<file path="src/rtl/glyph_capture_ctrl_pkg.sv">
// ---------------------------------------------------------------------------
// glyph_capture_ctrl_pkg
// Shared geometry and state encoding for glyph capture. The display overlay
// uses the same constants for its read mapping and box drawing.
//   WIN_X0/WIN_Y0 : first sampled column/row (inside the drawn box)
//   STEP          : pixel pitch between samples in both axes
//   GLYPH_N       : samples per axis; DEPTH = GLYPH_N*GLYPH_N words/buffer
// ---------------------------------------------------------------------------
package glyph_capture_ctrl_pkg;

   localparam logic [10:0] WIN_X0     = 11'd395;
   localparam logic [9:0]  WIN_Y0     = 10'd315;
   localparam int          STEP       = 3;
   localparam int          GLYPH_N    = 30;
   localparam logic [9:0]  DEPTH      = 10'(GLYPH_N * GLYPH_N);
   // Last value of a phase counter before it wraps and the index advances.
   localparam logic [1:0]  PHASE_LAST = 2'(STEP - 1);
   localparam logic [4:0]  IDX_LAST   = 5'(GLYPH_N - 1);

   typedef enum logic [1:0] {
      ST_IDLE    = 2'd0,
      ST_ARMED   = 2'd1,
      ST_CAPTURE = 2'd2,
      ST_SWAP    = 2'd3
   } state_t;

endpackage

</file>
<file path="src/rtl/glyph_sampler.sv">
// ---------------------------------------------------------------------------
// glyph_sampler
// Tracks the sampling grid over a raster pixel stream with phase/index
// counters and flags the pixels that land on a grid point.
//   clk, rst     : pixel clock, asynchronous active-high reset
//   i_clear      : synchronous clear of all counters (capture (re)start)
//   i_en         : counters advance only while enabled
//   i_pix_valid  : active-video qualifier
//   i_set_x/y    : current pixel coordinates
//   o_hit        : current pixel is a grid sample (combinational)
//   o_addr       : column-major address col*GLYPH_N+row of that sample
// Counting assumes valid pixels of a line arrive with consecutive x. The
// column counters resynchronise on every line at x==WIN_X0 and the row
// counters at (WIN_X0, WIN_Y0), so no divide/modulo is needed.
// ---------------------------------------------------------------------------
module glyph_sampler
   import glyph_capture_ctrl_pkg::*;
(
   input  logic        clk,
   input  logic        rst,
   input  logic        i_clear,
   input  logic        i_en,
   input  logic        i_pix_valid,
   input  logic [10:0] i_set_x,
   input  logic [9:0]  i_set_y,
   output logic        o_hit,
   output logic [9:0]  o_addr
);

   logic [1:0] r_col_phase, r_row_phase;
   logic [4:0] r_col_idx, r_row_idx;
   logic       r_col_act, r_row_act;

   logic       w_col_start, w_row_start, w_col_wrap;
   logic [1:0] w_col_phase, w_row_phase;
   logic [4:0] w_col_idx, w_row_idx;
   logic       w_col_act, w_row_act;

   assign w_col_start = i_pix_valid && (i_set_x == WIN_X0);
   assign w_row_start = w_col_start && (i_set_y == WIN_Y0);

   // Column position of the current pixel.
   assign w_col_phase = w_col_start ? 2'd0 : r_col_phase;
   assign w_col_idx   = w_col_start ? 5'd0 : r_col_idx;
   assign w_col_act   = w_col_start | r_col_act;
   assign w_col_wrap  = (w_col_phase == PHASE_LAST);

   // Row position of the current line. It advances once per line, at the
   // line's first window column; the rest of the line uses the stored value.
   always_comb begin
      w_row_phase = r_row_phase;
      w_row_idx   = r_row_idx;
      w_row_act   = r_row_act;
      if (w_row_start) begin
         w_row_phase = 2'd0;
         w_row_idx   = 5'd0;
         w_row_act   = 1'b1;
      end else if (w_col_start && r_row_act) begin
         if (r_row_phase == PHASE_LAST) begin
            w_row_phase = 2'd0;
            if (r_row_idx == IDX_LAST) w_row_act = 1'b0;
            else                       w_row_idx = r_row_idx + 5'd1;
         end else begin
            w_row_phase = r_row_phase + 2'd1;
         end
      end
   end

   always_ff @(posedge clk or posedge rst) begin
      if (rst) begin
         r_col_phase <= 2'd0;
         r_col_idx   <= 5'd0;
         r_col_act   <= 1'b0;
         r_row_phase <= 2'd0;
         r_row_idx   <= 5'd0;
         r_row_act   <= 1'b0;
      end else if (i_clear) begin
         r_col_phase <= 2'd0;
         r_col_idx   <= 5'd0;
         r_col_act   <= 1'b0;
         r_row_phase <= 2'd0;
         r_row_idx   <= 5'd0;
         r_row_act   <= 1'b0;
      end else if (i_en && i_pix_valid) begin
         r_row_phase <= w_row_phase;
         r_row_idx   <= w_row_idx;
         r_row_act   <= w_row_act;
         if (w_col_act) begin
            r_col_phase <= w_col_wrap ? 2'd0 : w_col_phase + 2'd1;
            // Index saturates at the last column; the window then closes.
            r_col_idx   <= (w_col_wrap && (w_col_idx != IDX_LAST)) ?
                           w_col_idx + 5'd1 : w_col_idx;
            r_col_act   <= !(w_col_wrap && (w_col_idx == IDX_LAST));
         end
      end
   end

   assign o_hit  = i_en && i_pix_valid && w_col_act && (w_col_phase == 2'd0)
                   && w_row_act && (w_row_phase == 2'd0);
   assign o_addr = 10'(w_col_idx) * 10'(GLYPH_N) + 10'(w_row_idx);

endmodule

</file>
<file path="src/rtl/glyph_capture_ctrl.sv">
// ---------------------------------------------------------------------------
// glyph_capture_ctrl
// Captures one GLYPH_N x GLYPH_N digit region from the live pixel stream
// into ping-pong glyph buffers A/B. The display reads buffer disp_sel while
// the writer fills the other one; a completed fill swaps the roles.
//   clk, rst          : pixel clock, asynchronous active-high reset
//   frame_start       : pulse at the first active pixel of a frame
//   pix_valid, set_x, set_y, pix_gray : pixel stream
//   bin_en, thresh    : optional binarisation of written samples
//   capture_req       : request a capture of the next full frame
//   wr_en_a/wr_en_b   : write strobes for buffer A/B (never both)
//   wr_addr, wr_data  : column-major address and sample value
//   disp_sel          : buffer read by the display (0=A, 1=B)
//   busy, done, err   : status; done in the swap cycle, err on truncation
// ---------------------------------------------------------------------------
module glyph_capture_ctrl
   import glyph_capture_ctrl_pkg::*;
(
   input  logic        clk,
   input  logic        rst,
   input  logic        frame_start,
   input  logic        pix_valid,
   input  logic [10:0] set_x,
   input  logic [9:0]  set_y,
   input  logic [7:0]  pix_gray,
   input  logic        bin_en,
   input  logic [7:0]  thresh,
   input  logic        capture_req,
   output logic        wr_en_a,
   output logic        wr_en_b,
   output logic [9:0]  wr_addr,
   output logic [7:0]  wr_data,
   output logic        disp_sel,
   output logic        busy,
   output logic        done,
   output logic        err
);

   state_t     r_state;
   logic       r_disp_sel, r_wr_en_a, r_wr_en_b, r_busy, r_done, r_err;
   logic       r_pending;
   logic [9:0] r_wr_addr, r_wr_cnt;
   logic [7:0] r_wr_data;

   logic       w_clear, w_en, w_hit;
   logic [9:0] w_addr;
   logic [7:0] w_data;

   // Counters restart on the frame that starts (or restarts) a capture.
   assign w_clear = frame_start && ((r_state == ST_ARMED) || (r_state == ST_CAPTURE));
   assign w_en    = (r_state == ST_CAPTURE);
   assign w_data  = bin_en ? ((pix_gray >= thresh) ? 8'hFF : 8'h00) : pix_gray;

   glyph_sampler u_sampler (
      .clk         (clk),
      .rst         (rst),
      .i_clear     (w_clear),
      .i_en        (w_en),
      .i_pix_valid (pix_valid),
      .i_set_x     (set_x),
      .i_set_y     (set_y),
      .o_hit       (w_hit),
      .o_addr      (w_addr)
   );

   always_ff @(posedge clk or posedge rst) begin
      if (rst) begin
         r_state    <= ST_IDLE;
         r_disp_sel <= 1'b0;
         r_wr_en_a  <= 1'b0;
         r_wr_en_b  <= 1'b0;
         r_wr_addr  <= 10'd0;
         r_wr_data  <= 8'd0;
         r_wr_cnt   <= 10'd0;
         r_busy     <= 1'b0;
         r_done     <= 1'b0;
         r_err      <= 1'b0;
         r_pending  <= 1'b0;
      end else begin
         r_wr_en_a <= 1'b0;
         r_wr_en_b <= 1'b0;
         r_done    <= 1'b0;
         r_err     <= 1'b0;
         case (r_state)
            ST_IDLE: begin
               // A coincident frame_start is ignored; ARMED waits for the next.
               if (capture_req) begin
                  r_state <= ST_ARMED;
                  r_busy  <= 1'b1;
               end
            end
            ST_ARMED: begin
               if (capture_req) r_pending <= 1'b1;
               if (frame_start) begin
                  r_state  <= ST_CAPTURE;
                  r_wr_cnt <= 10'd0;
               end
            end
            ST_CAPTURE: begin
               if (capture_req) r_pending <= 1'b1;
               if (r_wr_cnt == DEPTH) begin
                  r_state    <= ST_SWAP;
                  r_disp_sel <= ~r_disp_sel;
                  r_done     <= 1'b1;
               end else if (frame_start) begin
                  // Truncated fill: the partial buffer is simply never shown.
                  r_err    <= 1'b1;
                  r_wr_cnt <= 10'd0;
               end else if (w_hit) begin
                  r_wr_en_a <= r_disp_sel;
                  r_wr_en_b <= ~r_disp_sel;
                  r_wr_addr <= w_addr;
                  r_wr_data <= w_data;
                  r_wr_cnt  <= r_wr_cnt + 10'd1;
               end
            end
            ST_SWAP: begin
               if (r_pending || capture_req) begin
                  r_state   <= ST_ARMED;
                  r_pending <= 1'b0;
               end else begin
                  r_state <= ST_IDLE;
                  r_busy  <= 1'b0;
               end
            end
            default: r_state <= ST_IDLE;
         endcase
      end
   end

   assign wr_en_a  = r_wr_en_a;
   assign wr_en_b  = r_wr_en_b;
   assign wr_addr  = r_wr_addr;
   assign wr_data  = r_wr_data;
   assign disp_sel = r_disp_sel;
   assign busy     = r_busy;
   assign done     = r_done;
   assign err      = r_err;

endmodule

</file>
<file path="config.mk">
export PLATFORM = sky130hd
export DESIGN_NAME = glyph_capture_ctrl
export DESIGN_NICKNAME = d
export VERILOG_FILES = /design/src/rtl/glyph_capture_ctrl_pkg.sv /design/src/rtl/glyph_sampler.sv /design/src/rtl/glyph_capture_ctrl.sv
export SDC_FILE = /design/constraint.sdc
export NUM_CORES = 1
export LEC_CHECK = 0
export BUFFER_PORTS_ARGS = -buffer_cell sky130_fd_sc_hd__clkbuf_2
export CAP_MARGIN = 15
export CORE_MARGIN = 3
export CORE_UTILIZATION = 60
export DETAILED_ROUTE_END_ITERATION = 16
export PLACE_DENSITY = 0.86
export SLEW_MARGIN = 40
export SYNTH_ARGS = -nofsm -noshare
export SYNTH_HDL_FRONTEND = slang
export SYNTH_HIERARCHICAL = 1
export SYNTH_SLANG_ARGS = --single-unit
</file>
<file path="constraint.sdc">
create_clock -name clk -period 8.9 [get_ports clk]
set_input_delay 1.335 -clock clk [delete_from_list [all_inputs] [get_ports clk]]
set_output_delay 1.335 -clock clk [all_outputs]
set_load 0.01 [all_outputs]
</file>
After elaboration in Yosys (flattened, before gate mapping)
Cells that the tools add are included.
- register bits after elaboration: 53
- latch bits: 0
- RAM bits: 0
- memory bits (read-only): 0
- bits of input ports: 43
- output and inout port bits: 24
- memories kept: 0
- add/subtract/negate cells: 6
- multiply operators: 1
- div/mod/pow operators: 0
- $lt $le $gt $ge: 1
- eq/ne operators: 19
- shift-type cells: 0
- muxes and demuxes: 60
- bitwise operators: 4
- reduce and logical (&&, ||, !) cells: 30
- operators with widths (cell ; number):
    5-bit 2-to-1 mux ; 11
    10-bit 2-to-1 mux ; 4
    1-bit 2-to-1 mux ; 26
    2-bit 2-to-1 mux ; 13
    10-bit case mux with 2 select lines ; 1
    8-bit 2-to-1 mux ; 2
    2-bit != test, second input constant ; 6
    11-bit by 9-bit equality test with 1-bit output, second input constant ; 1
    1-bit logical AND ; 11
    10-bit by 1-bit adder with 10-bit output, second input constant ; 1
    10-bit by 5-bit adder with 10-bit output ; 1
    5-bit by 1-bit adder with 5-bit output, second input constant ; 2
    10-bit equality test, second input constant ; 1
    10-bit by 9-bit equality test with 1-bit output, second input constant ; 1
    5-bit equality test, second input constant ; 2
    2-bit nonzero test ; 5
    5-bit by 4-bit multiplier with 9-bit output, second input constant ; 1
    3-bit AND reduction ; 3
    2-bit equality test, second input constant ; 4
    8-bit greater-or-equal comparator ; 1
    2-bit case mux with 4 select lines ; 1
    4-bit AND reduction ; 2
    2-bit logical NOT ; 3
    5-bit != test, second input constant ; 1
    other kinds (11) ; 17

Depth between registers and ports, before layout
- depth after elaboration: 11
- mapped depth: 17
- gate-level depth less buffers: 17

Cells and area by module
The synthesis kept the hierarchy.
- by module, submodules not included (module ; times used ; cells each ; area each (sq um) ; seq. area each (sq um)):
    glyph_sampler ; 1 ; 233 ; 2090.8 ; 400.4
    glyph_capture_ctrl ; 1 ; 200 ; 2014.4 ; 925.9

Least setup slack after synthesis
No wires, ideal clock.
- path kind: in2reg
- start point: input set_x[4]
- end point: register r_wr_addr[8] (netlist: wr_addr[8])
- library setup time: 0.125 ns
- arrival time: 4.951 ns
- setup slack: 3.824 ns
- stages on the path: 17
- path buffers: 0
- path through: and4bb_2 > nand3_1 > and2_1 > inv_1 > fa_1 > inv_1 > fa_1 > inv_1 > fa_1 > inv_1 > ha_1 > nand2_1 > o21ai_0 > nand2_1 > nor4b_1 > xor2_1 > mux2_2
- RTL lines (item ; RTL line ; text):
    start, declared ; glyph_capture_ctrl.sv:23 ; input logic [10:0] set_x,
    11-bit by 9-bit equality test with 1-bit output * ; glyph_sampler.sv:39 ; assign w_col_start = i_pix_valid && (i_set_x == WIN_X0);
    1-bit logical AND * ; glyph_sampler.sv:39 ;
    parallel branches: the longest is 3 deep, another holds 5-bit by 4-bit multiplier with 9-bit output ; -- ;
    10-bit by 5-bit adder with 10-bit output * ; glyph_sampler.sv:100 ; assign o_addr = 10'(w_col_idx) * 10'(GLYPH_N) + 10'(w_row_idx);
    via w_addr[8] ; glyph_capture_ctrl.sv:46 ; logic [9:0] w_addr;
    end signal, assigned ; glyph_capture_ctrl.sv:112 ; r_wr_addr <= w_addr;
    end, declared ; glyph_capture_ctrl.sv:42 ; logic [9:0] r_wr_addr, r_wr_cnt;
Mark *: on every way through the listed nets, which the timed path passes.
A chain may end at the register's enable or synchronous reset.

Worst setup path after layout
- start point: input pix_valid
- end point: register r_wr_addr[8] (netlist: wr_addr[8])
- RTL lines (item ; RTL line ; text):
    start, declared ; glyph_capture_ctrl.sv:22 ; input logic pix_valid,
    1-bit logical AND * ; glyph_sampler.sv:39 ;
    parallel branches: the longest is 3 deep, another holds 5-bit by 4-bit multiplier with 9-bit output ; -- ;
    10-bit by 5-bit adder with 10-bit output * ; glyph_sampler.sv:100 ;
    via w_addr[8] ; glyph_capture_ctrl.sv:46 ;
Marks and branches as above.

==> metrics.md <==
| Metric | Value |
|---|---|
| Actual slew at the worst max-slew pin | `0.780 ns` |
| # resized after CTS | `0` |
| Final WL | `9.02 mm` |
| Post-synth ARST share | `1.00` |
| First-pass GRT wire length | `15.6 mm` |
| Fin. Hold Viols | `0` |
| DIE WIDTH | `88.7 um` |
| Synth top area share | `0.323` |
| Max-cap violations | `0` |
| Drt wl/cell | `15.7 um` |
| Pleak | `2.31 nW` |
| Mean Syn Cell Area | `9.48 um2` |
| Final Net Count | `582` |
| Synth Net Count | `520` |
| Required time worst endpoint | `9.10 ns` |
| Clock skew | `0.0141 ns` |
| Clock tree from TritonCTS | `yes` |
| Synth-to-layout area growth | `11.3%` |
| Crit-path most repeated cell | `inv_1` |
| Commonest non-fill, non-tap cell in the layout | `clkbuf_2` |
| Cell variety after synth | `77` |
| Total CTS buffers | `5` |
| Slowest-stage cell, CP | `fa_1` |
| Most frequent cells in the layout | `clkbuf_2, dfrtp_1, inv_1, ha_1, nor2_1` |
| Setup violations, final | `0` |
| Initial DRC count | `216` |
| First drt pass iteration count | `5` |
| Pins Over Slew Limit | `0` |
| Sink Count | `53` |
| Grt ovf | `0` |
| Initial core utilization | `0.632` |
| Initial antenna violation count | `0` |
| Post-synth top area cell | `dfrtp_1` |
| Primary FF master, synth | `dfrtp_1` |
| Filler cells | `487` |
| Clk_lat worst skew | `0.32 ns` |
| DP Wirelength | `7.00 mm` |
| Number of global-route vias before repair | `3406` |
| GRT Util Overall | `0.248` |
| TNS Setup | `0 ns` |
| Crit-path cells | `clkbuf_2 -> and4bb_1 -> nand3_1 -> and2_1 -> inv_1 -> fa_1 -> inv_1 -> fa_1 -> inv_1 -> fa_1 -> inv_1 -> ha_1 -> nand2_1 -> o21ai_0 -> nand2_1 -> nor4b_1 -> xor2_1 -> mux2_2` |
| DRC Markers | `0` |
| Post-Syn Area | `4110 um2` |
| Deepest clock path buffer count | `2` |
| Maximum vdd ir drop | `0.0000898 V` |
| Post-Synthesis Cells | `433` |
| IO Pins | `67` |
| Chip Height | `88.7 um` |
| Crit-path max cell delay | `0.50 ns` |
| Final Cell Area | `4570 um2` |
| Largest net degree at the start of global routing | `38` |
| Placed Instances | `565` |
| Max-slew headroom | `0.480` |
| Ranking of synthesized cells by area | `dfrtp_1, ha_1, fa_1, inv_1, a31oi_1` |
| Die area | `7870 um2` |
| Max frequency | `190 MHz` |
| Place WS | `3.33 ns` |
| Hold Path Class | `reg2reg` |
| Crit path launch type | `primary input` |
| RSZ-0062 raised after global routing | `no` |
| Postcts setup bufs | `0` |
| Port Buf Inserts | `66` |
| Layout cell share with drive strength beyond 1 | `0.230` |
| Crit path max fanout | `9` |
| YS warnings | `6` |
| Fraction of the cycle the final worst path needs | `0.590` |
| Post-synthesis sequential area ratio | `0.323` |
| Placed Instance Area | `4470 um2` |
| Status | `finished, final reports clean` |
| Post-synth EDFFs | `0` |
| Final worst slack | `3.65 ns` |
| Synthesis-stage register bit count | `53` |
| Reg2Reg Setup Slack | `4.97 ns` |
| H-Tree Depth | `2` |
| Antenna-violating nets left | `0` |
| Core ar. | `6490 um2` |
| Cell Pwr Density | `136 nW/um2` |
| Crit. End Element | `flop` |
| Vias per std cell | `6.05` |
| Total Power | `0.000620 W` |
| Row count | `29` |
| Arr. time, crit path | `5.45 ns` |
| N_diodes | `0` |
| Hold-fix buffers, CTS | `0` |
| Register clock-pin slew on the reported worst setup and hold paths | `0.10 ns` |
| Minimum clock period | `5.25 ns` |
| Via count | `3465` |
| GP Congestion | `0.857` |
| CP Class | `in2reg` |
| Root Buffer | `clkbuf_8` |
| Final cell count without fillers | `573` |
cell usage after synthesis, types with 3 or more instances:
cell and number:
nor2_1 36, fa_1 8, mux2i_1 5, nand3b_1 3, nor2b_1 8, nand2b_1 6
a22oi_1 3, nand3_1 11, ha_1 36, xnor2_1 7, xor2_1 4, inv_1 41
nand4_1 8, mux2_2 9, nand2_1 25, nor3_1 5, clkbuf_1 4, a31oi_1 24
dfrtp_1 53, and3_1 4, a21oi_1 24, o21ai_0 25, buf_6 3, and4bb_2 3
and2_1 8
path summary, 6_finish.rpt:
path / startpoint / end / cells after the start
max reg2reg: u_sampler/r_col_idx[2] / wr_addr[8] / 15
min in group asynchronous: rst / u_sampler/r_row_idx[2] / 2
min reg2reg: r_wr_cnt[8] / r_wr_cnt[8] / 1
min: r_wr_cnt[8] / r_wr_cnt[8] / 1
max: pix_valid / wr_addr[8] / 18
max in group asynchronous: rst / u_sampler/r_row_idx[0] / 2
metal layers:
metal,wire (um),global-route usage,up-vias,part of all wire
li1,-,-,1672,-
met1,3940,0.325,1652,0.44
met2,4390,0.410,121,0.49
met3,518,0.0605,20,0.057
met4,174,0.0714,0,0.019
met5,0,0,-,0
layout make-up:
class	instances	area, um2	area share
multi-input cells	326	2550	0.558
repair buffers	68	345	0.0756
flip-flops and latches	53	1330	0.290
well taps	77	96.3	0.0211
inverters	41	154	0.0337
clock inverters	3	26.3	0.00575
clock buffers	5	68.8	0.0151
through the flow:
step / hold WS (ns) / util
after floorplan: 0.443 / -
after global placement: 0.469 / 0.688
after detailed placement: 0.481 / 0.688
after CTS: 0.498 / 0.703
after global routing: 0.507 / 0.703
final: 0.493 / 0.703
where the power goes:
part	internal (W)	switching, W	leakage, nW
sequential	0.000256	0.0000140	0.725
clock	0.0000575	0.0000888	0.0423
combinational	0.0000720	0.000132	1.54
total	0.000385	0.000235	2.31
critical path, delay by kind of cell:
family          cells  cell delay [ns]
buf+inv             5             0.38
fa+ha+maj           4             1.80
xor+xnor            1             0.11
mux                 1             0.27
simple gates        6             1.39
compound gates      1             0.15
kinds of logic after synthesis:
group | Yosys count | share of synthesized area
and+or+nand+nor | 151 | 0.239
AOI/OAI and AO/OA | 104 | 0.165
buffers and inverters | 54 | 0.0573
DFF | 53 | 0.323
adders and majority gates | 44 | 0.149
muxes | 16 | 0.0442
xor gates and xnor gates | 11 | 0.0235
sequential cells by signal, indices dropped and copies added, names as in the netlist:
signal and cells:
r_wr_cnt 10, wr_addr 10, wr_data 8, u_sampler/r_col_idx 5, u_sampler/r_row_idx 5, r_state 2
u_sampler/r_col_phase 2, u_sampler/r_row_phase 2, busy 1, disp_sel 1, done 1, err 1
r_pending 1, u_sampler/r_col_act 1, u_sampler/r_row_act 1, wr_en_a 1, wr_en_b 1
Power figures use the tool's default switching activity.
